===== src/rtl/mayday_input_map_if.sv =====
// Control bundle between the keyboard/pad front end and the Mayday core:
// raw PS/2 key events and pad buttons in, registered core controls out.
interface mayday_input_map_if;
   logic [10:0] ps2_key;
   logic [15:0] joystick_0;
   logic [15:0] joystick_1;

   logic        btn_up;
   logic        btn_down;
   logic        btn_right;
   logic        btn_ffire;
   logic        btn_bfire;
   logic        btn_mayday;
   logic        btn_one_player;
   logic        btn_two_players;
   logic        btn_advance;
   logic        btn_auto_up;
   logic        btn_service;
   logic        btn_left_coin;

   // Drives the raw inputs and observes the controls (frame side or bench).
   modport master (
      output ps2_key, joystick_0, joystick_1,
      input  btn_up, btn_down, btn_right, btn_ffire, btn_bfire, btn_mayday,
             btn_one_player, btn_two_players, btn_advance, btn_auto_up,
             btn_service, btn_left_coin
   );

   // Consumes the raw inputs and produces the controls (mapper side).
   modport slave (
      input  ps2_key, joystick_0, joystick_1,
      output btn_up, btn_down, btn_right, btn_ffire, btn_bfire, btn_mayday,
             btn_one_player, btn_two_players, btn_advance, btn_auto_up,
             btn_service, btn_left_coin
   );
endinterface


===== src/rtl/mayday_input_map.sv =====
// Maps PS/2 key events and two pads onto Mayday core controls, and turns a
// start-button rising edge into one fixed-width coin pulse followed by a dead time.
module mayday_input_map #(
   parameter logic [23:0] COIN_CYCLES    = 24'd1000000,
   parameter logic [23:0] HOLDOFF_CYCLES = 24'd2000000
) (
   input  logic               clk_sys,
   input  logic               reset_n,
   mayday_input_map_if.slave  io_bus
);

   localparam int K_UP     = 0;
   localparam int K_DOWN   = 1;
   localparam int K_RIGHT  = 2;
   localparam int K_LEFT   = 3;
   localparam int K_BFIRE  = 4;
   localparam int K_FFIRE  = 5;
   localparam int K_MAYDAY = 6;
   localparam int K_ONE    = 7;
   localparam int K_TWO    = 8;
   localparam int K_ADV    = 9;
   localparam int K_AUTO   = 10;
   localparam int K_SVC    = 11;
   localparam int NKEYS    = 12;

   localparam int B_UP     = 0;
   localparam int B_DOWN   = 1;
   localparam int B_RIGHT  = 2;
   localparam int B_FFIRE  = 3;
   localparam int B_BFIRE  = 4;
   localparam int B_MAYDAY = 5;
   localparam int B_ONE    = 6;
   localparam int B_TWO    = 7;
   localparam int B_ADV    = 8;
   localparam int B_AUTO   = 9;
   localparam int B_SVC    = 10;
   localparam int NBTNS    = 11;

   typedef enum logic [1:0] {
      ST_IDLE    = 2'd0,
      ST_COIN    = 2'd1,
      ST_HOLDOFF = 2'd2
   } state_t;

   logic              armed_q, armed_d;
   logic              tog_q, tog_d;
   logic [NKEYS-1:0]  key_q, key_d;
   logic [8:0]        joy_q, joy_d;
   logic [NBTNS-1:0]  btn_q, btn_d;
   logic              start_prev_q;
   logic              coin_q, coin_d;
   state_t            state_q, state_d;
   logic [23:0]       cnt_q, cnt_d;

   logic              key_event;
   logic [NKEYS-1:0]  key_hit;
   logic [15:0]       joy_or;
   logic              start_any;
   logic              start_rise;
   logic              unused_joy;

   // The frame flips bit 10 once per key event; the first cycle out of reset
   // only captures its level so a stale toggle is not taken as a keypress.
   assign key_event = armed_q & (io_bus.ps2_key[10] != tog_q);
   assign armed_d   = 1'b1;
   assign tog_d     = io_bus.ps2_key[10];

   // Movement/fire keys accept either prefix; the rest must be unextended.
   always_comb begin
      key_hit = '0;
      case (io_bus.ps2_key[7:0])
         8'h75:   key_hit[K_UP]     = 1'b1;
         8'h72:   key_hit[K_DOWN]   = 1'b1;
         8'h74:   key_hit[K_RIGHT]  = 1'b1;
         8'h6B:   key_hit[K_LEFT]   = 1'b1;
         8'h14:   key_hit[K_BFIRE]  = 1'b1;
         8'h11:   key_hit[K_FFIRE]  = 1'b1;
         8'h29:   key_hit[K_MAYDAY] = ~io_bus.ps2_key[8];
         8'h05:   key_hit[K_ONE]    = ~io_bus.ps2_key[8];
         8'h06:   key_hit[K_TWO]    = ~io_bus.ps2_key[8];
         8'h1C:   key_hit[K_ADV]    = ~io_bus.ps2_key[8];
         8'h3C:   key_hit[K_AUTO]   = ~io_bus.ps2_key[8];
         8'h1B:   key_hit[K_SVC]    = ~io_bus.ps2_key[8];
         default: key_hit = '0;
      endcase
   end

   always_comb begin
      key_d = key_q;
      if (key_event) begin
         key_d = (key_q & ~key_hit) | (key_hit & {NKEYS{io_bus.ps2_key[9]}});
      end
   end

   assign joy_or     = io_bus.joystick_0 | io_bus.joystick_1;
   assign joy_d      = joy_or[8:0];
   assign unused_joy = &{1'b0, joy_or[15:9]};

   // Mayday turns around in place, so left folds onto the right control.
   always_comb begin
      btn_d           = '0;
      btn_d[B_UP]     = key_q[K_UP]     | joy_q[3];
      btn_d[B_DOWN]   = key_q[K_DOWN]   | joy_q[2];
      btn_d[B_RIGHT]  = key_q[K_RIGHT]  | key_q[K_LEFT] | joy_q[0] | joy_q[1];
      btn_d[B_FFIRE]  = key_q[K_FFIRE]  | joy_q[4];
      btn_d[B_BFIRE]  = key_q[K_BFIRE]  | joy_q[5];
      btn_d[B_MAYDAY] = key_q[K_MAYDAY] | joy_q[6];
      btn_d[B_ONE]    = key_q[K_ONE]    | joy_q[7];
      btn_d[B_TWO]    = key_q[K_TWO]    | joy_q[8];
      btn_d[B_ADV]    = key_q[K_ADV];
      btn_d[B_AUTO]   = key_q[K_AUTO];
      btn_d[B_SVC]    = key_q[K_SVC];
   end

   // Starts are taken from the registered outputs so the coin logic sees
   // exactly what the core sees.
   assign start_any  = btn_q[B_ONE] | btn_q[B_TWO];
   assign start_rise = start_any & ~start_prev_q;

   always_comb begin
      state_d = state_q;
      cnt_d   = cnt_q;
      case (state_q)
         ST_IDLE: begin
            if (start_rise) begin
               state_d = ST_COIN;
               cnt_d   = COIN_CYCLES - 24'd1;
            end
         end
         ST_COIN: begin
            if (cnt_q == 24'd0) begin
               state_d = ST_HOLDOFF;
               cnt_d   = HOLDOFF_CYCLES - 24'd1;
            end else begin
               cnt_d = cnt_q - 24'd1;
            end
         end
         ST_HOLDOFF: begin
            if (cnt_q == 24'd0) begin
               state_d = ST_IDLE;
            end else begin
               cnt_d = cnt_q - 24'd1;
            end
         end
         default: begin
            state_d = ST_IDLE;
            cnt_d   = 24'd0;
         end
      endcase
   end

   // Registering the next-state decode keeps the pulse aligned with COIN.
   assign coin_d = (state_d == ST_COIN);

   always_ff @(posedge clk_sys or negedge reset_n) begin
      if (!reset_n) begin
         armed_q      <= 1'b0;
         tog_q        <= 1'b0;
         key_q        <= '0;
         joy_q        <= '0;
         btn_q        <= '0;
         start_prev_q <= 1'b0;
         coin_q       <= 1'b0;
         state_q      <= ST_IDLE;
         cnt_q        <= 24'd0;
      end else begin
         armed_q      <= armed_d;
         tog_q        <= tog_d;
         key_q        <= key_d;
         joy_q        <= joy_d;
         btn_q        <= btn_d;
         start_prev_q <= start_any;
         coin_q       <= coin_d;
         state_q      <= state_d;
         cnt_q        <= cnt_d;
      end
   end

   assign io_bus.btn_up          = btn_q[B_UP];
   assign io_bus.btn_down        = btn_q[B_DOWN];
   assign io_bus.btn_right       = btn_q[B_RIGHT];
   assign io_bus.btn_ffire       = btn_q[B_FFIRE];
   assign io_bus.btn_bfire       = btn_q[B_BFIRE];
   assign io_bus.btn_mayday      = btn_q[B_MAYDAY];
   assign io_bus.btn_one_player  = btn_q[B_ONE];
   assign io_bus.btn_two_players = btn_q[B_TWO];
   assign io_bus.btn_advance     = btn_q[B_ADV];
   assign io_bus.btn_auto_up     = btn_q[B_AUTO];
   assign io_bus.btn_service     = btn_q[B_SVC];
   assign io_bus.btn_left_coin   = coin_q;

endmodule

===== src/flat_wrapper.sv =====
// flat-port wrapper written by rule: the top's interface ports become plain ports
module mayday_input_map_flat 
#(
   parameter logic [23:0] COIN_CYCLES    = 24'd1000000,
   parameter logic [23:0] HOLDOFF_CYCLES = 24'd2000000
)
  (clk_sys, reset_n, io_bus_ps2_key, io_bus_joystick_0, io_bus_joystick_1, io_bus_btn_up, io_bus_btn_down, io_bus_btn_right, io_bus_btn_ffire, io_bus_btn_bfire, io_bus_btn_mayday, io_bus_btn_one_player, io_bus_btn_two_players, io_bus_btn_advance, io_bus_btn_auto_up, io_bus_btn_service, io_bus_btn_left_coin);
  mayday_input_map_if io_bus_i ();
  input  logic clk_sys;
  input  logic reset_n;
  input wire logic [$bits(io_bus_i.ps2_key)-1:0] io_bus_ps2_key;
  input wire logic [$bits(io_bus_i.joystick_0)-1:0] io_bus_joystick_0;
  input wire logic [$bits(io_bus_i.joystick_1)-1:0] io_bus_joystick_1;
  output wire logic [$bits(io_bus_i.btn_up)-1:0] io_bus_btn_up;
  output wire logic [$bits(io_bus_i.btn_down)-1:0] io_bus_btn_down;
  output wire logic [$bits(io_bus_i.btn_right)-1:0] io_bus_btn_right;
  output wire logic [$bits(io_bus_i.btn_ffire)-1:0] io_bus_btn_ffire;
  output wire logic [$bits(io_bus_i.btn_bfire)-1:0] io_bus_btn_bfire;
  output wire logic [$bits(io_bus_i.btn_mayday)-1:0] io_bus_btn_mayday;
  output wire logic [$bits(io_bus_i.btn_one_player)-1:0] io_bus_btn_one_player;
  output wire logic [$bits(io_bus_i.btn_two_players)-1:0] io_bus_btn_two_players;
  output wire logic [$bits(io_bus_i.btn_advance)-1:0] io_bus_btn_advance;
  output wire logic [$bits(io_bus_i.btn_auto_up)-1:0] io_bus_btn_auto_up;
  output wire logic [$bits(io_bus_i.btn_service)-1:0] io_bus_btn_service;
  output wire logic [$bits(io_bus_i.btn_left_coin)-1:0] io_bus_btn_left_coin;
  assign io_bus_i.ps2_key = io_bus_ps2_key;
  assign io_bus_i.joystick_0 = io_bus_joystick_0;
  assign io_bus_i.joystick_1 = io_bus_joystick_1;
  assign io_bus_btn_up = io_bus_i.btn_up;
  assign io_bus_btn_down = io_bus_i.btn_down;
  assign io_bus_btn_right = io_bus_i.btn_right;
  assign io_bus_btn_ffire = io_bus_i.btn_ffire;
  assign io_bus_btn_bfire = io_bus_i.btn_bfire;
  assign io_bus_btn_mayday = io_bus_i.btn_mayday;
  assign io_bus_btn_one_player = io_bus_i.btn_one_player;
  assign io_bus_btn_two_players = io_bus_i.btn_two_players;
  assign io_bus_btn_advance = io_bus_i.btn_advance;
  assign io_bus_btn_auto_up = io_bus_i.btn_auto_up;
  assign io_bus_btn_service = io_bus_i.btn_service;
  assign io_bus_btn_left_coin = io_bus_i.btn_left_coin;
  mayday_input_map #(.COIN_CYCLES(COIN_CYCLES), .HOLDOFF_CYCLES(HOLDOFF_CYCLES)) u_core (.clk_sys(clk_sys), .reset_n(reset_n), .io_bus(io_bus_i));
endmodule

===== config.mk =====
export PLATFORM = sky130hd
export DESIGN_NAME = mayday_input_map_flat
export DESIGN_NICKNAME = d
export VERILOG_FILES = /design/src/rtl/mayday_input_map_if.sv /design/src/rtl/mayday_input_map.sv /design/src/flat_wrapper.sv
export SDC_FILE = /design/constraint.sdc
export NUM_CORES = 1
export LEC_CHECK = 0
export ABC_AREA = 1
export BUFFER_PORTS_ARGS = -buffer_cell sky130_fd_sc_hd__buf_4
export CAP_MARGIN = 20
export CORE_UTILIZATION = 56
export DETAILED_ROUTE_END_ITERATION = 16
export PLACE_DENSITY_LB_ADDON = 0.05
export SLEW_MARGIN = 20
export SYNTH_ARGS = -nofsm -noshare
export SYNTH_HDL_FRONTEND = slang
export SYNTH_SLANG_ARGS = --single-unit

===== constraint.sdc =====
create_clock -name clk_sys -period 1.7 [get_ports clk_sys]
set_input_delay 0 -clock clk_sys [delete_from_list [all_inputs] [get_ports clk_sys]]
set_output_delay 0 -clock clk_sys [all_outputs]
set_load 0.02 [all_outputs]

After elaboration in Yosys (flattened, before gate mapping):

Index checks and enable logic that the tools add are counted.

* register bits after elaboration: 62
* input port bits: 45
* output and inout port bits: 12
* logic and storage cells: 71

* add/subtract/negate cells: 1
* eq/ne operators: 18
* multiplexer cells: 20
* bitwise operators: 20
* reductions and logical operators: 3

Operators by type and width (number)
* two-way mux 24 bit: 3
* one-hot mux 24 bit (3 select lines): 1
* equality test 8 x 5 -> 1 bit, second input constant: 4
* equality test 8 x 7 -> 1 bit, second input constant: 4
* AND 12 bit: 2
* logical NOT 24 bit: 1
* subtractor 24 x 1 -> 24 bit, second input constant: 1
* equality test 8 x 3 -> 1 bit, second input constant: 2
* equality test 8 x 6 -> 1 bit, second input constant: 2
* two-way mux 1 bit: 12
* inverter 12 bit: 1
* bitwise OR 12 bit: 1
* bitwise OR 1 bit: 11
* bitwise OR 9 bit: 1
* two-way mux 2 bit: 3
* one-hot mux 2 bit (3 select lines): 1
* equality test 2 x 1 -> 1 bit, second input constant: 2
* AND 1 bit: 2
* equality test 2 bit, second input constant: 1
* logical NOT 2 bit: 1
* inequality test 2 x 1 -> 1 bit, second input constant: 1
* inequality test 2 bit, second input constant: 1
* inverter 1 bit: 2
* AND reduction 2 bit: 1
* inequality test 1 bit: 1

Longest topological paths before layout:

Gate-level depths: netlist (run 1).

* depth after elaboration: 5
* depth in mapped cells: 12
* gate-level depth less buffers: 12

Least setup slack after synthesis (run 1):

OpenSTA, ideal clock, no wires.

* path type: register to register
* start point: register u_core.cnt_q[9]
* end point: register u_core.cnt_q[19]
* library setup time: 66 ps
* arrival: 1438 ps
* data required time: 1634 ps
* path slack: 196 ps
* stages on the path, launching flop included: 10
* buffers on the path: 2
* period minus slack after synthesis: 1504 ps
* path through: dfrtp_1 nor2_1 nand2_1 nor2_4 nand4_4 nand2_4 buf_6 buf_8 nand2_1 nand2_1

* longest elaborated chain between the ends: 3
* elaborated cells on any way between the ends: 7
* those cells by class: add/sub (1); eq/ne (1); mux (3); reduce/logical (2)

Ends and longest elaborated chain
* start, declared: RTL line mayday_input_map.sv:53 `logic [23:0] cnt_q, cnt_d;`
* start signal, assigned: RTL line mayday_input_map.sv:175 `cnt_q <= cnt_d;`
* subtractor 24 x 1 -> 24 bit or logical NOT 24 bit (tied branches)
* two-way mux 24 bit, or another cell as far along: RTL line mayday_input_map.sv:139 `if (cnt_q == 24'd0) begin`
* one-hot mux 24 bit (3 select lines) or AND reduction 2 bit (tied branches)

Parallel ways exist; a longest one is shown, timed or not. The select of a mux whose other input is x is not followed.
A chain may end at the register's enable or synchronous reset.

Worst setup path in the final report (run 1):

* start point: register u_core.cnt_q[18]
* end point: register u_core.cnt_q[20]

The elaborated chain is that of the path after synthesis.

==> results.json, run 1 <==
{
  "status": "finished, final reports clean",
  "core_area_um2": 5510,
  "cts_sinks": 62,
  "power_mw": 5.21,
  "clk_latency_ns": 0.34,
  "cts_max_path_buffers": 2,
  "via_per_inst": 5.40,
  "fin_skew_ns": 0.0115,
  "portBuffers": 42,
  "final_cells": 589,
  "area_delta_synth_final_pct": 37.7,
  "swShare": 0.355,
  "cp_slowest_cell": "dfrtp_1",
  "hold_violations": 0,
  "grt_max_degree": 63,
  "drive_gt1_frac": 0.300,
  "pwr_density_cell_nw_per_um2": 1180,
  "hold_path.class": "in2reg",
  "clockPowerShare": 0.282,
  "cp.arrival_ns": 1.82,
  "drv_slew": 0,
  "synth_top_area_cell": "dfrtp_1",
  "synth_area_um2": 3200,
  "ys_types": 29,
  "cap_violations": 0,
  "antenna_cells": 0,
  "crit_fanout": 4,
  "drc": 0,
  "layout_commonest_cell": "nand2_1",
  "syn-num-nets": 454,
  "tightest_slew_ns": 0.778,
  "dpl.cell_count": 552,
  "wire_per_inst_um": 15.3,
  "path_clk_slew_ns": 0.08,
  "synth_edf_count": 0,
  "num_rows": 27,
  "syn_inst": 407,
  "end_kind": "register",
  "drt_wl_total_um": 9040,
  "cts_max_level": 3,
  "post-dp-hpwl_um": 5760,
  "die_y_um": 77.5,
  "combPwrFrac": 0.366,
  "antenna_left": 0,
  "first_pass_iters": 5,
  "cts_tree": "done",
  "cts_buffers": 9,
  "drtIter0Drc": 281,
  "crit_family": "simple AND/OR/NAND/NOR gates",
  "antenna_found_initial": 0,
  "vias": 3181,
  "gp_congestion": 0.855,
  "ys_warn_count": 0,
  "synth-async-reset-ratio": 1.00,
  "worst_ep_required_time_ns": 1.93,
  "finalSetupViolations": 0,
  "critPathKind": "reg2reg",
  "cts_root_buffer": "clkbuf_8",
  "irDropWorstVdd_mv": 0.766,
  "overflow": 0,
  "pwr-share-seq": 0.352,
  "ys_seq_area_frac": 0.486,
  "period_share": 0.934,
  "most-common-layout-cells": "nand2_1 (116), buf_4 (77), dfrtp_1 (61)",
  "io_pins": 57,
  "grt_pass1_vias": 3172,
  "start_util": 0.580,
  "grt_usage": 0.317,
  "max_slew_margin": 0.481,
  "max_stage_delay_ns": 0.43,
  "fill_cells": 352,
  "crit_buf_inv": 1,
  "p_leak_nw": 2.17,
  "dieArea_um2": 6010,
  "synthTopCellsByArea": "dfrtp_1 (49%), nand2_1 (14%), nor2_1 (6.8%), inv_1 (4.6%), o21ai_0 (4.2%)",
  "synth_top_cell_area_share": 0.486,
  "synth-main-ff-cell": "dfrtp_1",
  "final.min_clock_period_ns": 1.59,
  "path_common_cell": "nand2_1",
  "max_freq_ghz": 0.630,
  "ys_seq_elements": 62,
  "die_x_um": 77.5,
  "internal_power_mw": 3.36,
  "switching_power_mw": 1.85,
  "nets": 559,
  "syn_avg_cell_area_um2": 7.85,
  "grt_pass1_wl_um": 14400,
  "startpoint_type": "register",
  "cp_cell_sequence": "nor2_2, nand2_1, buf_4, nor2_1, nand3_1, xor2_1, nand2_1, nand2_1, nand2_1"
}
==> per-stage QoR <==
| stage | util | hold slack [ns] | area (µm²) | TNS (ns) | worst slack, ns |
|---|---|---|---|---|---|
| floorplan | - | -0.296 | 3200 | 0 | 0.196 |
| global placement | 0.696 | 0.118 | 3830 | 0 | 0.00221 |
| detailed placement | 0.696 | 0.127 | 3830 | -0.00350 | -0.00350 |
| CTS | 0.774 | 0.00144 | 4260 | 0 | 0.000325 |
| global route | 0.799 | 0.0211 | 4400 | -0.0429 | -0.0140 |
| finish | 0.799 | 0.0186 | 4400 | 0 | 0.112 |
==> power groups by stage <==
stage	logic (mW)	registers (mW)	clock network, mW
floorplan	0.855	1.88	0
global placement	1.58	1.83	0
detailed placement	1.61	1.83	0
CTS	1.67	1.81	1.46
global route	2.11	1.85	1.56
finish	1.91	1.83	1.47
==> final cells by class <==
type                            count  area, µm²  area share
Multi-Input combinational cell    300       1580       0.358
Sequential cell                    62       1550       0.353
Timing Repair Buffer               99        810       0.184
Inverter                           40        150      0.0341
Clock buffer                        9        124      0.0281
Clock inverter                      7       97.6      0.0222
Tap cell                           72       90.1      0.0205
==> tightest hold or removal path, stage by stage <==
cell	delay [ns]
buf_4	0.09
nor2_1	0.05
nand4_1	0.11
o21ai_0	0.08
==> path summary, 6_finish.rpt <==
path	start	endpoint	slack [ns]	cells after the start
hold / removal	io_bus_ps2_key[2]	register	0.02	4
hold reg to reg	register	u_core.btn_q[8]	0.39	0
setup / recovery	u_core.cnt_q[18]	u_core.cnt_q[20]	0.11	9
min in group asynchronous	reset_n	u_core.cnt_q[19]	0.28	2
max in group asynchronous	reset_n	u_core.cnt_q[8]	0.86	2
setup reg to reg	u_core.cnt_q[18]	u_core.cnt_q[20]	0.11	9
==> cell usage after synthesis, types with 2 or more instances <==
master and count:
nand2_1 122, dfrtp_1 62, nor2_1 58, inv_1 39, o21ai_0 27, nand3_1 21
or2_2 17, nand4_1 15, xor2_1 8, nor3_1 7, o2111ai_1 5, clkbuf_1 3
nor2_4 3, xnor2_1 3, ha_1 2, nand3b_1 2
==> what timing repair did <==
| action | 4_1_cts | 5_1_grt |
|---|---|---|
| buffers inserted | 0 | 1 |
| cloned | 0 | 0 |
| pin swaps | 0 | 3 |
| hold buffers | 20 | 0 |
| gates resized for setup | 3 | 41 |
| endpoints found under the setup margin | 4 | 24 |
| endpoints found under the hold margin | 72 | 0 |
==> metal layers <==
metal,GRT usage,vias to the layer above,routed length (µm),part of all wire
li1,-,1518,-,-
met1,0.360,1499,3490,0.39
met2,0.584,137,4900,0.54
met3,0.0647,27,393,0.043
met4,0.115,0,257,0.028
met5,0,-,0,0
==> cells by family (layout without fill, tap and decap cells) <==
family	Yosys count	count (layout)	synth area share
buf+inv	45	155	0.0587
compound gates	33	33	0.0576
other cells	1	1	0.00117
fa+ha+maj	2	2	0.00783
xor+xnor	11	11	0.0302
flops	62	62	0.486
mux	1	1	0.00352
simple gates	252	252	0.356
Note: power is estimated with default switching activity, not from simulation.
==> inputs of run 2 (changes only) <==
--- a/config.mk
+++ b/config.mk
@@ -10,7 +10,7 @@
 export CAP_MARGIN = 20
 export CORE_UTILIZATION = 56
 export DETAILED_ROUTE_END_ITERATION = 16
-export PLACE_DENSITY_LB_ADDON = 0.05
+export PLACE_DENSITY = 0.83
 export SLEW_MARGIN = 20
 export SYNTH_ARGS = -nofsm -noshare
 export SYNTH_HDL_FRONTEND = slang
==> run 2 against run 1 <==
Net effect: wire length increased by 1.5%; die area unchanged; first-iteration DRC count decreased by 19%; power increased by 0.80%; cell area about the same; setup slack got worse by 0.087 ns; core utilization about the same; critical path depth unchanged; critical endpoint is now u_core.cnt_q[8]; largest cell class unchanged; highest routed layer unchanged.
==> results.json, run 2 (synthesis results as in run 1) <==
{
  "portBuffers": 42,
  "reg2reg_from": "u_core.cnt_q[10]",
  "nets": 553,
  "area_delta_synth_final_pct": 37.7,
  "drt_wl_total_um": 9170,
  "path_clk_slew_ns": 0.08,
  "grt_usage": 0.309,
  "gp_congestion": 0.920,
  "status": "finished, final reports clean",
  "ff2ff_setup_slack_ns": 0.03,
  "die_y_um": 77.5,
  "cts_root_buffer": "clkbuf_8",
  "grt_pass1_vias": 3168,
  "worst_ep_required_time_ns": 1.99,
  "grt_max_degree": 63,
  "pwr_density_cell_nw_per_um2": 1190,
  "fin_skew_ns": 0.00925,
  "busiest_layer": "met2",
  "wire_per_inst_um": 15.7,
  "core_area_um2": 5510,
  "cp.arrival_ns": 1.97,
  "antenna_found_initial": 0,
  "p_leak_nw": 2.14,
  "layout_commonest_cell": "nand2_1",
  "io_pins": 57,
  "hold_violations": 0,
  "hold_path.class": "in2reg",
  "cts_sinks": 62,
  "met3_usage": 0.0506,
  "place_area_um2": 3770,
  "critPathCapture": "u_core.cnt_q[8]",
  "use_met1": 0.330,
  "finalSetupViolations": 0,
  "irDropWorstVdd_mv": 0.643,
  "startpoint_type": "register",
  "cts_max_path_buffers": 2,
  "via_per_inst": 5.57,
  "antenna_cells": 0,
  "dieArea_um2": 6010,
  "drc": 0,
  "crit_start": "u_core.cnt_q[10]",
  "fin_util": 0.799,
  "die_x_um": 77.5,
  "grtUsageMet2": 0.567,
  "max_slew_margin": 0.491,
  "tightest_slew_ns": 0.764,
  "max_freq_ghz": 0.597,
  "totalNegativeSetupSlack_ns": 0,
  "crit_fanout": 10,
  "overflow": 0,
  "hold_slack_ns": 0.0232,
  "first_pass_iters": 5,
  "antenna_left": 0,
  "r2r_end": "u_core.cnt_q[8]",
  "rsz0062_at_grt": "yes",
  "cap_violations": 0,
  "final.min_clock_period_ns": 1.67,
  "most-common-layout-cells": "nand2_1 (115), buf_4 (70), dfrtp_1 (61)",
  "vias": 3249,
  "drive_gt1_frac": 0.297,
  "clk_latency_ns": 0.36,
  "end_kind": "register",
  "critPathKind": "reg2reg",
  "drtIter0Drc": 229,
  "num_rows": 27,
  "drv_slew": 0,
  "cts_max_level": 3,
  "post-dp-hpwl_um": 5660,
  "period_share": 0.985,
  "start_util": 0.580,
  "power_mw": 5.25,
  "fin_area_um2": 4400,
  "cts_buffers": 9,
  "cts_tree": "done",
  "rr_worst_depth": 9,
  "grt_pass1_wl_um": 14000
}
==> run 2: cell types whose count changed in the layout (fill, tap and decap cells not counted), moves of 2 or more <==
cell	delta
buf_4	-7
nor2_4	+4
dlygate4sd3_1	+2
nand2_4	+2
nor2_1	-2
nor2_2	-2
o21ai_0	-2
o21ai_1	+2
==> run 2: per-stage QoR <==
stage	setup WS, ns	cells
after floorplan	0.196	407
after global placement	-0.0315	543
after detailed placement	-0.0895	543
after CTS	-0.0232	581
after global routing	-0.0382	583
final	0.0253	583
==> run 2: what timing repair did <==
action,CTS,global route
hold buffers,22,0
endpoints found under the setup margin,13,25
hold endpoints to repair,74,0
resized for setup,4,53
pin swaps,0,7
buffers inserted,0,2
==> run 2: critical path, cell delays in order, from the launching register on <==
cell and delay [ns]:
dfrtp_1 0.40, nor2_1 0.20, nand2_2 0.11, nor2_4 0.18, buf_4 0.16, nand4_4 0.11, nand2_4 0.12, buf_4 0.19
nand2_1 0.07, nand2_1 0.07
==> run 2: worst min-delay path by stage <==
| stage | start | to | slack (ns) | depth (start not counted) |
|---|---|---|---|---|
| 2_1_floorplan | reset_n | asynchronous set/reset pin | -0.30 | 0 |
| 6_report | io_bus_ps2_key[3] | register | 0.02 | 4 |
| 4_1_cts | io_bus_ps2_key[3] | register | 0.005 | 4 |
| 5_1_grt | io_bus_ps2_key[3] | register | 0.04 | 4 |
| 3_3_place_gp | reset_n | u_core.cnt_q[3] | 0.12 | 1 |
| 3_5_place_dp | reset_n | u_core.cnt_q[3] | 0.12 | 1 |
==> run 2: final cells by class <==
cell class | instances | area (µm²)
sequential | 62 | 1550
fill | 339 | 1110
inverter | 40 | 150
timing repair buffer | 93 | 757
tap | 72 | 90.1
multi-input combinational | 300 | 1630
clock buffer | 9 | 124
clock inverter | 7 | 97.6
==> run 2: routing by layer <==
| metal | wire length (µm) | vias to the layer above |
|---|---|---|
| met5 | 0 | - |
| met4 | 401 | 0 |
| met3 | 504 | 39 |
| met2 | 4830 | 162 |
| met1 | 3440 | 1548 |
| li1 | - | 1500 |
==> run 2: where the power goes <==
part	internal, mW	switching (mW)
Clock	0.830	0.665
Combinational	0.795	1.08
Sequential	1.68	0.194
Total	3.31	1.94
==> inputs of run 3 (changes only) <==
--- a/config.mk
+++ b/config.mk
@@ -8,6 +8,7 @@
 export ABC_AREA = 1
 export BUFFER_PORTS_ARGS = -buffer_cell sky130_fd_sc_hd__buf_4
 export CAP_MARGIN = 20
+export CORE_ASPECT_RATIO = 1.75
 export CORE_UTILIZATION = 56
 export DETAILED_ROUTE_END_ITERATION = 16
 export PLACE_DENSITY = 0.83
==> run 3 against run 2 <==
Net effect: the run now ends with negative setup slack left; cell area is 1.2% higher; critical path type unchanged; core utilization is 0.46 points higher; via count increased by 6.3%; global-route usage grew 4.9 points; cell count is 1.7% higher; wire length increased by 13%; sequential cell count unchanged; non-clock buffer count increased by 6.
==> results.json, run 3 (synthesis results as in run 1) <==
{
  "status": "finished, violations left",
  "violations": "negative setup slack",
  "max_freq_ghz": 0.571,
  "start_util": 0.577,
  "die_x_um": 59.1,
  "cts_buffers": 9,
  "io_pins": 57,
  "cts_root_buffer": "clkbuf_8",
  "hold_depth": 4,
  "final.min_clock_period_ns": 1.75,
  "startpoint_type": "register",
  "clk_latency_ns": 0.36,
  "antenna_cells": 0,
  "reg2reg_from": "u_core.cnt_q[0]",
  "cap_violations": 0,
  "path_clk_slew_ns": 0.07,
  "cp_slowest_cell": "dfrtp_1",
  "grt_pass1_wl_um": 15700,
  "cts_max_path_buffers": 2,
  "cts_tree": "done",
  "rsz0062_at_grt": "yes",
  "first_pass_iters": 6,
  "antenna_found_initial": 0,
  "p_leak_nw": 2.17,
  "vias": 3454,
  "cp.arrival_ns": 1.98,
  "area_delta_synth_final_pct": 39.3,
  "grt_max_degree": 63,
  "layout_commonest_cell": "nand2_1",
  "finalSetupViolations": 9,
  "fin_skew_ns": 0.00958,
  "drt_wl_total_um": 10400,
  "hold_violations": 0,
  "cts_sinks": 62,
  "grt_pass1_vias": 3381,
  "end_kind": "register",
  "max_stage_delay_ns": 0.40,
  "most-common-layout-cells": "nand2_1 (115), buf_4 (78), dfrtp_1 (60)",
  "drv_slew": 0,
  "r2r_end": "u_core.cnt_q[15]",
  "critPathKind": "reg2reg",
  "ff2ff_setup_slack_ns": -0.05,
  "crit_fanout": 4,
  "path_common_cell": "o21ai_0",
  "portBuffers": 42,
  "tightest_slew_ns": 0.784,
  "cts_max_level": 3,
  "num_rows": 36,
  "min_from": "io_bus_ps2_key[1]",
  "final_cells": 593,
  "drc": 0,
  "cp.depth": 8,
  "period_share": 1.03,
  "rr_worst_depth": 8,
  "wire_per_inst_um": 17.5,
  "antenna_left": 0,
  "core_area_um2": 5540,
  "overflow": 0,
  "worst_slack_ns": -0.0526,
  "pwr_density_cell_nw_per_um2": 1220,
  "crit_buf_inv": 1,
  "max_slew_margin": 0.477,
  "dieArea_um2": 6020,
  "hold_path.class": "in2reg",
  "post-dp-hpwl_um": 6140,
  "crit_family": "simple AND/OR/NAND/NOR gates",
  "irDropWorstVdd_mv": 0.823,
  "gp_congestion": 1.04,
  "worst_ep_required_time_ns": 1.93,
  "preCtsSetupSlack_ns": -0.0411,
  "via_per_inst": 5.82,
  "die_y_um": 102,
  "drive_gt1_frac": 0.302,
  "grt_usage": 0.358,
  "dpl.cell_count": 552,
  "nets": 559,
  "drtIter0Drc": 355,
  "cp_cell_sequence": "inv_2, ha_4, nand3_2, nor2_4, nand4_4, and2_1, o21ai_0, o21ai_0"
}
-- run 3: area by class of cell --
| class | instances | area (µm²) |
|---|---|---|
| fill | 327 | 1090 |
| multi-input combinational | 300 | 1630 |
| inverter | 40 | 150 |
| tap | 76 | 95.1 |
| timing repair buffer | 99 | 797 |
| sequential | 62 | 1550 |
| clock buffer | 12 | 135 |
| clock inverter | 4 | 95.1 |
-- run 3: report_power, final --
part / switching [mW] / internal, mW
clock: 0.586 / 0.973
combinational: 1.12 / 0.855
sequential: 0.217 / 1.68
total: 1.92 / 3.51
-- run 3: timing repair --
item / CTS / global route
pin swaps: 0 / 5
gates resized for setup: 10 / 46
hold buffers: 20 / 0
setup buffers: 0 / 5
endpoints found under the setup margin: 15 / 24
hold endpoints to repair: 72 / 0
-- run 3: worst max path at each step --
| stage | end | start | slack, ns |
|---|---|---|---|
| 6_report | u_core.cnt_q[15] | u_core.cnt_q[0] | -0.05 |
| 3_3_place_gp | u_core.cnt_q[19] | u_core.cnt_q[16] | 0.02 |
| 4_1_cts | u_core.cnt_q[10] | u_core.cnt_q[0] | 0.002 |
| 2_1_floorplan | u_core.cnt_q[19] | u_core.cnt_q[9] | 0.20 |
| 5_1_grt | u_core.cnt_q[19] | u_core.cnt_q[16] | -0.13 |
| 3_5_place_dp | u_core.cnt_q[16] | u_core.cnt_q[0] | -0.04 |
-- run 3: worst min-delay path, cell delays in order --
cell	delay [ns]
buf_4	0.10
nor2_1	0.05
nand4_1	0.12
o21ai_0	0.08
-- run 3: per-stage QoR --
stage	utilization	TNS (ns)	hold WS, ns	power [mW]	instance area [µm²]
2_1_floorplan	-	0	-0.296	2.74	3200
3_3_place_gp	0.687	0	0.112	3.34	3810
3_5_place_dp	0.687	-0.197	0.123	3.39	3810
4_1_cts	0.770	0	0.000900	5.01	4260
5_1_grt	0.804	-1.05	0.0517	5.68	4450
6_report	0.804	-0.148	0.0422	5.43	4450
-- run 3: per-layer routing --
metal	GRT usage	vias up	routed length, µm
met5	0	-	0
met4	0.236	0	822
met3	0.0772	82	715
met2	0.631	229	5360
met1	0.372	1623	3500
li1	-	1520	-
